==> config.mk <==
export PLATFORM = sky130hd
export DESIGN_NAME = smart_home
export DESIGN_NICKNAME = d
export VERILOG_FILES = /design/src/rtl/smart_home_pkg.sv /design/src/rtl/smart_home_ac_controller.sv /design/src/rtl/smart_home.sv
export SDC_FILE = /design/constraint.sdc
export NUM_CORES = 1
export LEC_CHECK = 0
export CORE_AREA = 10 10 47 49
export CTS_BUF_LIST = sky130_fd_sc_hd__clkbuf_4 sky130_fd_sc_hd__clkbuf_8
export DETAILED_ROUTE_END_ITERATION = 6
export DIE_AREA = 0 0 57 59
export SKIP_LAST_GASP = 1
export SLEW_MARGIN = 25
export SYNTH_ARGS = -nofsm -noshare
export SYNTH_HDL_FRONTEND = slang
export SYNTH_SLANG_ARGS = --single-unit
==> constraint.sdc <==
create_clock -name clk -period 2 [get_ports clk]
set_clock_uncertainty 0.15 [all_clocks]
set_input_delay 0.6 -clock clk [delete_from_list [all_inputs] [get_ports clk]]
set_output_delay 0.6 -clock clk [all_outputs]
set_load 0.01 [all_outputs]
==> src/rtl/smart_home_pkg.sv <==
// rtl/smart_home_pkg.sv - shared constants and types for the smart_home controller
package smart_home_pkg;

  typedef enum logic [1:0] {
    TS_IDLE = 2'd0,
    TS_HEAT = 2'd1,
    TS_COOL = 2'd2
  } therm_state_e;

  localparam logic [4:0] DEF_T_HEAT_ON = 5'd18;
  localparam logic [4:0] DEF_T_COOL_ON = 5'd22;
  localparam logic [4:0] DEF_T_TARGET  = 5'd20;

  localparam logic [2:0] COLOUR_MIN = 3'd1;
  localparam logic [2:0] COLOUR_MAX = 3'd6;

  localparam logic [3:0] INTENSITY_DARK_MAX = 4'd3;
  localparam logic [3:0] INTENSITY_MID_MAX  = 4'd6;

  localparam logic [1:0] BLINDS_OPEN   = 2'b00;
  localparam logic [1:0] BLINDS_B_ONLY = 2'b01;
  localparam logic [1:0] BLINDS_CLOSED = 2'b11;

endpackage

==> src/rtl/smart_home_ac_controller.sv <==
// rtl/smart_home_ac_controller.sv - thermostat FSM with hysteresis
module ac_controller
  import smart_home_pkg::*;
#(
  parameter logic [4:0] T_HEAT_ON = DEF_T_HEAT_ON,
  parameter logic [4:0] T_COOL_ON = DEF_T_COOL_ON,
  parameter logic [4:0] T_TARGET  = DEF_T_TARGET
) (
  input  logic       clk,
  input  logic       rst,
  input  logic [4:0] temperature,
  output logic       heating,
  output logic       cooling
);

  localparam logic [1:0] IDLE = TS_IDLE;
  localparam logic [1:0] HEAT = TS_HEAT;
  localparam logic [1:0] COOL = TS_COOL;

  logic [1:0] state;
  logic [1:0] next_state;

  always_comb begin
    next_state = IDLE;
    case (state)
      IDLE: begin
        if (temperature <= T_HEAT_ON)      next_state = HEAT;
        else if (temperature >= T_COOL_ON) next_state = COOL;
        else                               next_state = IDLE;
      end
      HEAT:    next_state = (temperature >= T_TARGET) ? IDLE : HEAT;
      COOL:    next_state = (temperature <= T_TARGET) ? IDLE : COOL;
      default: next_state = IDLE;
    endcase
  end

  // Outputs are flopped from next_state so they stay glitch-free Moore outputs.
  always_ff @(posedge clk or posedge rst) begin
    if (rst) begin
      state   <= IDLE;
      heating <= 1'b0;
      cooling <= 1'b0;
    end else begin
      state   <= next_state;
      heating <= (next_state == HEAT);
      cooling <= (next_state == COOL);
    end
  end

endmodule

==> src/rtl/smart_home.sv <==
// rtl/smart_home.sv - thermostat, colour cycler and blind controller on one clock
module smart_home
  import smart_home_pkg::*;
#(
  parameter logic [4:0] T_HEAT_ON = DEF_T_HEAT_ON,
  parameter logic [4:0] T_COOL_ON = DEF_T_COOL_ON,
  parameter logic [4:0] T_TARGET  = DEF_T_TARGET
) (
  input  logic       clk,
  input  logic       rst,
  input  logic [4:0] temperature,
  input  logic       button,
  input  logic [3:0] intensity,
  input  logic       button_blinders,
  output logic       heating,
  output logic       cooling,
  output logic [2:0] colour,
  output logic [1:0] out
);

  ac_controller #(
    .T_HEAT_ON (T_HEAT_ON),
    .T_COOL_ON (T_COOL_ON),
    .T_TARGET  (T_TARGET)
  ) u_ac (
    .clk         (clk),
    .rst         (rst),
    .temperature (temperature),
    .heating     (heating),
    .cooling     (cooling)
  );

  // 0 and 7 are not running colours; recover to the first colour unconditionally.
  always_ff @(posedge clk or posedge rst) begin
    if (rst) begin
      colour <= 3'd0;
    end else if (colour < COLOUR_MIN || colour > COLOUR_MAX) begin
      colour <= COLOUR_MIN;
    end else if (button) begin
      colour <= (colour == COLOUR_MAX) ? COLOUR_MIN : colour + 3'd1;
    end
  end

  // Out-of-range intensity falls through to the bright band.
  always_ff @(posedge clk or posedge rst) begin
    if (rst) begin
      out <= BLINDS_OPEN;
    end else if (button_blinders) begin
      out <= BLINDS_CLOSED;
    end else if (intensity <= INTENSITY_DARK_MAX) begin
      out <= BLINDS_OPEN;
    end else if (intensity <= INTENSITY_MID_MAX) begin
      out <= BLINDS_B_ONLY;
    end else begin
      out <= BLINDS_CLOSED;
    end
  end

endmodule

==> metrics <==
status=completed; Starting Density=26.8%; 1st-iter DRT viols=1; detailed-placement wirelength estimate=760 um; total power density per cell area=1020 nW/um2; CP Launch Type=register; drt drc=0; Syn Inst Count=31; Port Buffers=19; Power, Total=639 uW; Leak=0.270 nW; share of post-route cells with drive strength above 1=14.5%; share of the synthesized area in the top cell type=60.0%; total grt overflow=0; RSZ-0062 raised after global routing=false; crit path max fanout=2; total track usage=5.23%; FILL cells=152; Cell variety after synth=17; worst-skew pair later-pin latency=0.25 ns; Worst-Margin Slew=0.331 ns; Hold WC Path Type=register to register; Slowest-stage cell, CP=clkdlybuf4s50_1; Ports=20; Nets=69; Final GP Congestion=0.731; Post-Syn Area per Cell=12.1 um2; core box area=1400 um2; Synth Warn #=0; initial antenna violation count=0; #FFs+latches synth=9; vias in the first global route=339; Slew Limit Fails=0; Vias per Instance=4.77; maximum clock path buffer count=2; worst path bufs/invs=1; Reg2Reg Setup Slack=0.89 ns; largest net degree at the start of global routing=10; Hold Path Depth=1; CTS root buf=clkbuf_4; Final min period=1.89 ns; Final Hold Fails=0; Top delay family on crit path=buffers and inverters; Die H=59 um; row cnt=14; antenna fix cells=0; Num CTS Buffers=3; fin crit share=94.5%; die area=3360 um2; first-pass GRT wire length=1410 um; Setup TNS=0 ns; Die W=57 um; final setup vio count=0; Critical R2R Capture=colour[2]; largest cells by area after synthesis=dfrtp_1 (60%), nand3b_1 (6.0%), o2bb2ai_1 (4.7%); CP Data Required Time=1.25 ns; max-capacitance violation count=0; CTS tree=built; htree depth=1; # hold bufs at CTS=0; antenna-violating nets left=0; Hold Path End=u_ac.state[0]; largest area contributor in the netlist=dfrtp_1; post-synthesis net count=44; Post-Synthesis Cell Area=375 um2; Reg clk slew, reported paths=0.06 ns; Critical Path AT=1.14 ns; DR WL/cell=12.4 um; sequential cell area=226 um2; RR Startpoint=colour[1]; kind of critical path=register to primary output; routed wire length=881 um; Hold Slack=0.358 ns; cells on worst reg2reg path=3; CP Cell Sequence=clkdlybuf4s50_1; Detailed Routing Iterations Pass 1=4; Min-Delay Startpoint=u_ac.state[1]; VDD IR max=0.395 mV; slowest stage delay, CP=0.54 ns; Rel. slew slack=77.9%; Syn-to-layout area delta=67.7%; Seq/Total Area, Yosys=60.0%; fmax=529 MHz; Multi-input gate area=146 um2; Critical Path End Type=primary output; vias=339; clk sinks=9
## cells in the mapped netlist
master / n
and2_4: 1
or3_1: 1
o21bai_1: 1
nor3_1: 1
o22a_1: 1
nor2b_2: 1
nand3b_1: 3
a22o_1: 1
o21ai_0: 3
dfrtp_1: 9
a311o_1: 1
a2bb2oi_1: 1
o2bb2ai_1: 2
a21oi_1: 2
inv_1: 1
nand2_1: 1
o21ai_1: 1
## worst register-to-register path, delay by kind of cell, from the launching register on
kind / cells / cell delay (ns)
AO/OA/AOI/OAI: 1 / 0.18
buffers and inverters: 1 / 0.15
flip-flops: 1 / 0.38
AND/OR/NAND/NOR: 1 / 0.14
## routing by layer
metal  global-route usage (%)  part of all wire, %  up-vias
met4                     3.02                    0        0
met2                     8.22                   45       15
li1                         -                    -      167
met3                     2.79                  8.7        0
met1                     5.48                   46      157
met5                        0                    0        -
## power breakdown
part,switching (mW),internal (mW),total (mW)
clock,0.0553,0.0899,0.145
sequential,0.0370,0.222,0.259
combinational,0.0870,0.148,0.235
## cell usage in the layout, fill, tap and decap left out
| master | Yosys | final |
|---|---|---|
| clkdlybuf4s50_1 | 0 | 17 |
| dfrtp_1 | 9 | 8 |
| clkbuf_4 | 0 | 4 |
| nand3b_1 | 3 | 3 |
| o21ai_0 | 3 | 3 |
| o2bb2ai_1 | 2 | 2 |
| a21oi_1 | 2 | 2 |
| dlymetal6s2s_1 | 0 | 2 |
| o21bai_1 | 1 | 1 |
| nand2_1 | 1 | 1 |
| and2_4 | 1 | 1 |
| a2bb2oi_1 | 1 | 1 |
| nor3_1 | 1 | 1 |
| a311o_1 | 1 | 1 |
| inv_1 | 1 | 1 |
| o22a_1 | 1 | 1 |
| o21ai_1 | 1 | 1 |
| nor2b_2 | 1 | 1 |
| a22o_1 | 1 | 1 |
| or3_1 | 1 | 1 |
| dfrtp_2 | 0 | 1 |
| buf_4 | 0 | 1 |
## cells by family after synthesis
family                 after synthesis  synth area share [%]
flip-flops                           9                  60.0
AND/OR/NAND/NOR                      8                  14.7
AO/OA/AOI/OAI                       13                  24.3
buffers and inverters                1                 0.999
## registers in the layout, summed over array words and instances (netlist names)
signal and cells:
u_ac.heating 1, u_ac.state 2, out 2, u_ac.cooling 1, colour 3
## area by class of cell
cell class	instances	share of cell area (%)
well taps	16	3.18
clock buffers	4	4.77
multi-input cells	21	23.3
inverters	1	0.596
flip-flops and latches	9	36.0
repair buffers	20	32.2
## through the flow
stage          instances  cell area (um2)  worst slack (ns)  utilization [%]
4_1_cts               71              624           0.00850             44.6
3_3_place_gp          66              586             0.258             41.8
2_1_floorplan         31              375             0.775                -
3_5_place_dp          66              586             0.241             41.8
6_report              71              629             0.111             44.9
5_1_grt               71              629            0.0558             44.9
## how the worst max path moves through the flow
stage / start / end / slack (ns) / cells after the start
3_5_place_dp: colour[2] / colour[2] / 0.24 / 1
5_1_grt: colour[1] / colour[1] / 0.06 / 1
4_1_cts: colour[0] / colour[0] / 0.009 / 1
6_report: colour[1] / colour[1] / 0.11 / 1
3_3_place_gp: colour[2] / colour[2] / 0.26 / 1
2_1_floorplan: intensity[3] / out[0] / 0.77 / 1
## timing repair
item                                    CTS  global route
resized for setup                         1             2
setup buffers                             1             0
endpoints found under the setup margin    2             2
Power figures use the tool's default switching activity.
